`config.mk`:
```
export PLATFORM = sky130hd
export DESIGN_NAME = nibble_serial_add_ctrl_flat
export DESIGN_NICKNAME = d
export VERILOG_FILES = /design/src/rtl/nsac_pkg.sv /design/src/rtl/nibble_serial_add_ctrl_if.sv /design/src/rtl/nsac_slice4.sv /design/src/rtl/nibble_serial_add_ctrl.sv /design/src/flat_wrapper.sv
export SDC_FILE = /design/constraint.sdc
export NUM_CORES = 1
export LEC_CHECK = 0
export BUFFER_PORTS_ARGS = -buffer_cell sky130_fd_sc_hd__buf_4
export CAP_MARGIN = 20
export CORE_MARGIN = 2
export CORE_UTILIZATION = 59
export CTS_CLUSTER_DIAMETER = 150
export DETAILED_ROUTE_END_ITERATION = 12
export PLACE_DENSITY_LB_ADDON = 0.1
export SLEW_MARGIN = 30
export SYNTH_ARGS = -nofsm -noshare
export SYNTH_HDL_FRONTEND = slang
export SYNTH_SLANG_ARGS = --single-unit
```
`constraint.sdc`:
```
create_clock -name clk -period 8.8 [get_ports clk]
set_input_delay 0.44 -clock clk [delete_from_list [all_inputs] [get_ports clk]]
set_output_delay 0.44 -clock clk [all_outputs]
set_load 0.01 [all_outputs]
```
`src/rtl/nsac_pkg.sv`:
```
// Shared definitions for the nibble-serial adder controller.
package nsac_pkg;
  localparam int NIBBLE_W    = 4;
  localparam int NIBBLES_MIN = 2;
  localparam int NIBBLES_MAX = 8;

  typedef enum logic [1:0] {
    IDLE = 2'd0,
    RUN  = 2'd1,
    DONE = 2'd2
  } state_t;
endpackage

```
`src/rtl/nibble_serial_add_ctrl_if.sv`:
```
// Request/result bundle for nibble_serial_add_ctrl.
// The master drives the requests and the slave returns the results.
interface nibble_serial_add_ctrl_if #(
  parameter int NIBBLES = 4
);
  import nsac_pkg::*;
  localparam int W = NIBBLE_W * NIBBLES;

  logic         start;
  logic         abort;
  logic [W-1:0] a;
  logic [W-1:0] b;
  logic         cin;
  logic         sub;
  logic [W-1:0] sum;
  logic         cout;
  logic         ovf;
  logic         busy;
  logic         done;

  modport master (
    output start, abort, a, b, cin, sub,
    input  sum, cout, ovf, busy, done
  );

  modport slave (
    input  start, abort, a, b, cin, sub,
    output sum, cout, ovf, busy, done
  );
endinterface

```
`src/rtl/nsac_slice4.sv`:
```
// Combinational 4-bit ripple-carry adder slice, reused once per RUN cycle.
module nsac_slice4
  import nsac_pkg::*;
(
  input  logic [NIBBLE_W-1:0] a,
  input  logic [NIBBLE_W-1:0] b,
  input  logic                ci,
  output logic [NIBBLE_W-1:0] s,
  output logic                co
);
  logic c;

  // Ripple the carry through the four bit positions.
  always_comb begin
    c = ci;
    s = '0;
    for (int i = 0; i < NIBBLE_W; i++) begin
      s[i] = a[i] ^ b[i] ^ c;
      c    = (a[i] & b[i]) | (c & (a[i] ^ b[i]));
    end
    co = c;
  end
endmodule

```
`src/rtl/nibble_serial_add_ctrl.sv`:
```
// Nibble-serial W-bit adder: one 4-bit slice processes one nibble per RUN
// cycle, from nibble 0 upward, carrying through a one-bit carry register.
// Optional feature macro: NSAC_SUB_EN (enables a-b via the sub request).
module nibble_serial_add_ctrl
  import nsac_pkg::*;
#(
  parameter int NIBBLES = 4
) (
  input  logic                    clk,
  input  logic                    rst_n,
  nibble_serial_add_ctrl_if.slave bus
);
  localparam int W     = NIBBLE_W * NIBBLES;
  localparam int IDX_W = $clog2(NIBBLES);
  localparam logic [IDX_W-1:0] LAST_IDX = IDX_W'(NIBBLES - 1);

  if (NIBBLES < NIBBLES_MIN || NIBBLES > NIBBLES_MAX) begin : g_bad_nibbles
    $error("NIBBLES out of legal range");
  end

  state_t               state_q, state_d;
  logic [IDX_W-1:0]     idx_q;
  logic [W-1:0]         a_q, b_q, sum_q;
  logic                 carry_q, cout_q, ovf_q;
  logic                 accept, last;
  logic [W-1:0]         b_in;
  logic                 ci_in;
  logic [W-1:0]         a_sh, b_sh;
  logic [NIBBLE_W-1:0]  a_nib, b_nib, s_nib;
  logic                 co_nib, c_msb;

`ifdef NSAC_SUB_EN
  // Subtraction is a + ~b + 1; the inversion is folded into the operand latch.
  assign b_in  = bus.sub ? ~bus.b : bus.b;
  assign ci_in = bus.sub ? 1'b1 : bus.cin;
`else
  logic unused_sub;
  assign unused_sub = bus.sub;
  assign b_in  = bus.b;
  assign ci_in = bus.cin;
`endif

  assign accept = (state_q != RUN) && bus.start && !bus.abort;
  assign last   = (idx_q == LAST_IDX);

  assign a_sh  = a_q >> (NIBBLE_W * idx_q);
  assign b_sh  = b_q >> (NIBBLE_W * idx_q);
  assign a_nib = a_sh[NIBBLE_W-1:0];
  assign b_nib = b_sh[NIBBLE_W-1:0];

  nsac_slice4 u_slice (
    .a  (a_nib),
    .b  (b_nib),
    .ci (carry_q),
    .s  (s_nib),
    .co (co_nib)
  );

  // Carry into the slice MSB, recovered from its sum bit; used for overflow.
  assign c_msb = a_nib[NIBBLE_W-1] ^ b_nib[NIBBLE_W-1] ^ s_nib[NIBBLE_W-1];

  // State register.
  always_ff @(posedge clk or negedge rst_n) begin
    if (!rst_n) state_q <= IDLE;
    else        state_q <= state_d;
  end

  // Next-state logic; abort always beats start, and DONE may chain into RUN.
  always_comb begin
    state_d = state_q;
    case (state_q)
      IDLE:    if (accept) state_d = RUN;
      RUN: begin
        if (bus.abort) state_d = IDLE;
        else if (last) state_d = DONE;
      end
      DONE:    state_d = accept ? RUN : IDLE;
      default: state_d = IDLE;
    endcase
  end

  // Status outputs decoded from the state register.
  always_comb begin
    bus.busy = (state_q == RUN);
    bus.done = (state_q == DONE);
  end

  // Operand latch, nibble index, carry chain and result registers.
  always_ff @(posedge clk or negedge rst_n) begin
    if (!rst_n) begin
      a_q     <= '0;
      b_q     <= '0;
      idx_q   <= '0;
      carry_q <= 1'b0;
      sum_q   <= '0;
      cout_q  <= 1'b0;
      ovf_q   <= 1'b0;
    end else if (accept) begin
      a_q     <= bus.a;
      b_q     <= b_in;
      carry_q <= ci_in;
      idx_q   <= '0;
      cout_q  <= 1'b0;
      ovf_q   <= 1'b0;
    end else if (state_q == RUN) begin
      if (bus.abort) begin
        idx_q   <= '0;
        carry_q <= 1'b0;
        sum_q   <= '0;
        cout_q  <= 1'b0;
        ovf_q   <= 1'b0;
      end else begin
        for (int i = 0; i < NIBBLES; i++) begin
          if (idx_q == IDX_W'(i)) sum_q[NIBBLE_W*i +: NIBBLE_W] <= s_nib;
        end
        carry_q <= co_nib;
        idx_q   <= idx_q + IDX_W'(1);
        if (last) begin
          cout_q <= co_nib;
          ovf_q  <= c_msb ^ co_nib;
        end
      end
    end
  end

  assign bus.sum  = sum_q;
  assign bus.cout = cout_q;
  assign bus.ovf  = ovf_q;
endmodule

```
`src/flat_wrapper.sv`:
```
// flat-port wrapper written by rule: the top's interface ports become plain ports
module nibble_serial_add_ctrl_flat import nsac_pkg::*;
#(
  parameter int NIBBLES = 4
)
  (clk, rst_n, bus_start, bus_abort, bus_a, bus_b, bus_cin, bus_sub, bus_sum, bus_cout, bus_ovf, bus_busy, bus_done);
  nibble_serial_add_ctrl_if #(.NIBBLES(NIBBLES)) bus_i ();
  input  logic clk;
  input  logic rst_n;
  input wire logic [$bits(bus_i.start)-1:0] bus_start;
  input wire logic [$bits(bus_i.abort)-1:0] bus_abort;
  input wire logic [$bits(bus_i.a)-1:0] bus_a;
  input wire logic [$bits(bus_i.b)-1:0] bus_b;
  input wire logic [$bits(bus_i.cin)-1:0] bus_cin;
  input wire logic [$bits(bus_i.sub)-1:0] bus_sub;
  output wire logic [$bits(bus_i.sum)-1:0] bus_sum;
  output wire logic [$bits(bus_i.cout)-1:0] bus_cout;
  output wire logic [$bits(bus_i.ovf)-1:0] bus_ovf;
  output wire logic [$bits(bus_i.busy)-1:0] bus_busy;
  output wire logic [$bits(bus_i.done)-1:0] bus_done;
  assign bus_i.start = bus_start;
  assign bus_i.abort = bus_abort;
  assign bus_i.a = bus_a;
  assign bus_i.b = bus_b;
  assign bus_i.cin = bus_cin;
  assign bus_i.sub = bus_sub;
  assign bus_sum = bus_i.sum;
  assign bus_cout = bus_i.cout;
  assign bus_ovf = bus_i.ovf;
  assign bus_busy = bus_i.busy;
  assign bus_done = bus_i.done;
  nibble_serial_add_ctrl #(.NIBBLES(NIBBLES)) u_core (.clk(clk), .rst_n(rst_n), .bus(bus_i));
endmodule
```
==> summary.md <==
| Metric | Value |
|---|---|
| GRT Util Overall | `roughly a fifth` |
| Routed vias/inst | `approximately 5.6` |
| Psw | `around 0.26 mW` |
| Initial DRT Pass Iterations | `4` |
| Die Ht | `73.34 µm` |
| Vias in the first global route | `1,751` |
| Layout cells sized above 1 | `41.22%` |
| Internal cell power | `~0.62 mW` |
| Asr flop ratio synth | `between 90% and 100%` |
| Number of max-cap violations | `0` |
| Sw frac | `29.78%` |
| Final setup vio count | `0` |
| CTS buffer count | `5` |
| Gpl congestion | `approximately 0.77` |
| Worst vdd ir | `around 0.00011 V` |
| WP data arrival | `approximately 3.8 ns` |
| Setup Fix Bufs, Post-CTS | `0` |
| Area of the multi-input gates | `around 1300 µm²` |
| Largest cells by area after synthesis | `dfrtp_1 (49%), mux2_4 (16%), mux4_2 (6.4%)` |
| H-Tree Depth | `2` |
| Startpoint types | `flip-flop` |
| DIE WIDTH | `~73 µm` |
| Cell count after synthesis | `about 210` |
| Pin count of the biggest net entering global routing | `56` |
| Pre-CTS setup slack | `around 5.3 ns` |
| P_leak | `1.604 nW` |
| Achievable frequency | `about 280 MHz` |
| Port Buffers | `56` |
| Headroom to the max-slew limit | `51.52%` |
| Clk buf depth | `2` |
| Critical path endpoint category | `flip-flop` |
| Clock skew | `between 0.003 and 0.004 ns` |
| Crit path kind | `flip-flop to flip-flop` |
| Xor/xnor share of the synthesized area | `0.6176%` |
| Placement Cell Area | `around 3200 µm²` |
| Commonest non-fill, non-tap cell in the layout | `buf_4` |
| Synth Register Bits | `55` |
| Post-Route WL | `~5.1 mm` |
| Core footprint | `4692 µm²` |
| Root Buffer Master | `clkbuf_8` |
| Final nets | `between 300 and 400` |
| Antenna viol nets, final | `0` |
| Clock Sinks | `55` |
| Worst-path clk slew | `~0.1 ns` |
| Commonest non-fill, non-tap cells in the layout | `buf_4 (56), dfrtp_1 (55), mux2_4 (30)` |
| IO Pins | `between 50 and 60` |
| Share of the synthesized area in the top cell type | `between 40% and 50%` |
| Number of non-filler instances in the completed layout | `316` |
| CTS tree | `yes` |
| Ys Warns | `0` |
| Crit path max fanout | `12` |
| Clock share of power | `22.4%` |
| CTS Hold Buffers Added | `0` |
| Largest family of logic cells by synthesized area | `multiplexers` |
| Crit share post-route | `between 40% and 50%` |
| Synth area leader | `dfrtp_1` |
| Tot Pwr | `between 0.8 and 0.9 mW` |
| Gr ovfl total | `0` |
| Seq pwr share | `between 40% and 50%` |
| # rows | `25` |
| Sequential area share after synthesis | `a little under 50%` |
| WHS | `0.1646 ns` |
| Routed vias | `roughly 1,800` |
| Final design utilization | `between 70% and 80%` |
| Worst slew pin tran | `about 0.73 ns` |
| Main synth FF type | `dfrtp_1` |
| Outcome | `finished, final reports clean` |
| Routed len/inst | `~16 µm` |
| Mapped Area | `roughly 2800 µm²` |
| Setup TNS | `0 ns` |
| Area delta synth->final | `18.79%` |
| CTS resizes | `0` |
| Data required time of the worst path | `around 9 ns` |
| Number of flops mapped to enable cells by yosys | `0` |
| Final hold vios | `0` |
| Setup slack after layout | `between 5 and 6 ns` |
| Pwr dens | `260.5 nW/µm²` |
| Clk Latency, worst-skew pair | `around 0.3 ns` |
| Initial DRC count | `112` |
| Avg Cell Area, Syn | `13.64 µm²` |
| Fin crit period | `about 3.6 ns` |
| Total die area | `approximately 5400 µm²` |
| Initial Util | `roughly three fifths` |
| Simple-gate share of the synthesized area | `7.102%` |
| Synth Area in Adders | `5.029%` |
| Design area | `approximately 3400 µm²` |
| Placed Cells | `slightly above 300` |
| DRC viols | `0` |
| Layout filler cell count | `approximately 340` |
| Post-synth net total | `between 200 and 300` |
| Logic pwr share | `36.5%` |
| Synth unique cells | `33` |
| RSZ-0062 raised after global routing | `false` |
| Worst Hold Class | `input pin to async pin` |
| HPWL after detailed placement | `3.564 mm` |
| Mux cell area share after synthesis | `approximately a quarter` |
| Synth Area in Compound Gates | `8.337%` |
| Sequential cell area | `1376 µm²` |
| Global-route wire length before repair | `~8.3 mm` |
| # diodes | `0` |
| Final Slew Violations | `0` |
| Initial antenna violation count | `0` |
power by group through the flow:
stage                     clock [mW]  sequential [mW]  combinational (mW)
after global routing           0.209            0.370               0.354
after floorplan                    0            0.362               0.220
after detailed placement           0            0.366               0.322
after CTS                      0.200            0.362               0.325
final                          0.196            0.361               0.321
after global placement             0            0.363               0.319
worst max-delay path, cell delays in order (launching register included):
cell and delay (ns):
dfrtp_1 0.79, mux4_2 0.58, inv_1 0.09, fa_1 0.17, inv_1 0.05, fa_1 0.35, inv_1 0.07, fa_1 0.18
fa_1 0.45, nor3b_1 0.46, mux2i_1 0.14, o21ai_0 0.17
path summary, 6_finish.rpt:
kind,to,startpoint,cells after the start,slack [ns]
setup / recovery,u_core.bus.sum[11]$_DFFE_PN0P_,u_core.idx_q[0]$_DFFE_PN0P_,11,5.24
max in group asynchronous,u_core.b_q[4]$_DFFE_PN0P_,rst_n,1,8.20
setup reg to reg,u_core.bus.sum[11]$_DFFE_PN0P_,u_core.idx_q[0]$_DFFE_PN0P_,11,5.24
hold / removal,u_core.bus.sum[6]$_DFFE_PN0P_,rst_n,1,0.16
hold reg to reg,u_core.carry_q$_DFFE_PN0P_,u_core.carry_q$_DFFE_PN0P_,1,0.52
min in group clk,u_core.a_q[2]$_DFFE_PN0P_,bus_a[2],2,0.36
flip-flops by register name, indices dropped and copies added (netlist names):
register         count
u_core.bus.cout      1
u_core.a_q          16
u_core.bus.sum      16
u_core.state_q       2
u_core.carry_q       1
u_core.bus.ovf       1
u_core.idx_q         2
u_core.b_q          16
Yosys cell counts (all sizes together) (2+ instances only):
| cell type | instances |
|---|---|
| nor2 | 3 |
| nand2 | 17 |
| fa | 4 |
| a22o | 2 |
| nor2b | 2 |
| xnor2 | 2 |
| nor3b | 2 |
| a2bb2oi | 12 |
| ha | 5 |
| clkbuf | 3 |
| buf | 7 |
| nand2b | 3 |
| mux2i | 4 |
| o21ai | 17 |
| mux2 | 33 |
| dfrtp | 55 |
| inv | 17 |
| mux4 | 8 |
| nand3b | 4 |
cell type report:
type,count,share of cell area (%)
multi-input cells,126,38.66
flip-flops and latches,55,40.85
well taps,54,2.005
clock inverters,3,2.005
clock buffers,5,2.042
repair buffers,56,12.48
inverters,17,1.968
per-layer routing:
layer  GRT usage (%)  up-vias  part of all wire, %
met5               0        -                    0
met4           6.869        0                  1.2
met3           3.292        7                  3.8
met2           33.83       42                   50
met1           28.02      873                   45
li1                -      835                    -
kinds of logic (layout without fill, tap and decap cells):
| kind of cell | Yosys count | after routing |
|---|---|---|
| xor gates and xnor gates | 2 | 2 |
| AOI/OAI and AO/OA | 35 | 35 |
| muxes | 45 | 45 |
| and+or+nand+nor | 35 | 35 |
| adders and majority gates | 9 | 9 |
| DFF | 55 | 55 |
| buffers and inverters | 27 | 81 |
Note: power is estimated with default switching activity, not from simulation.
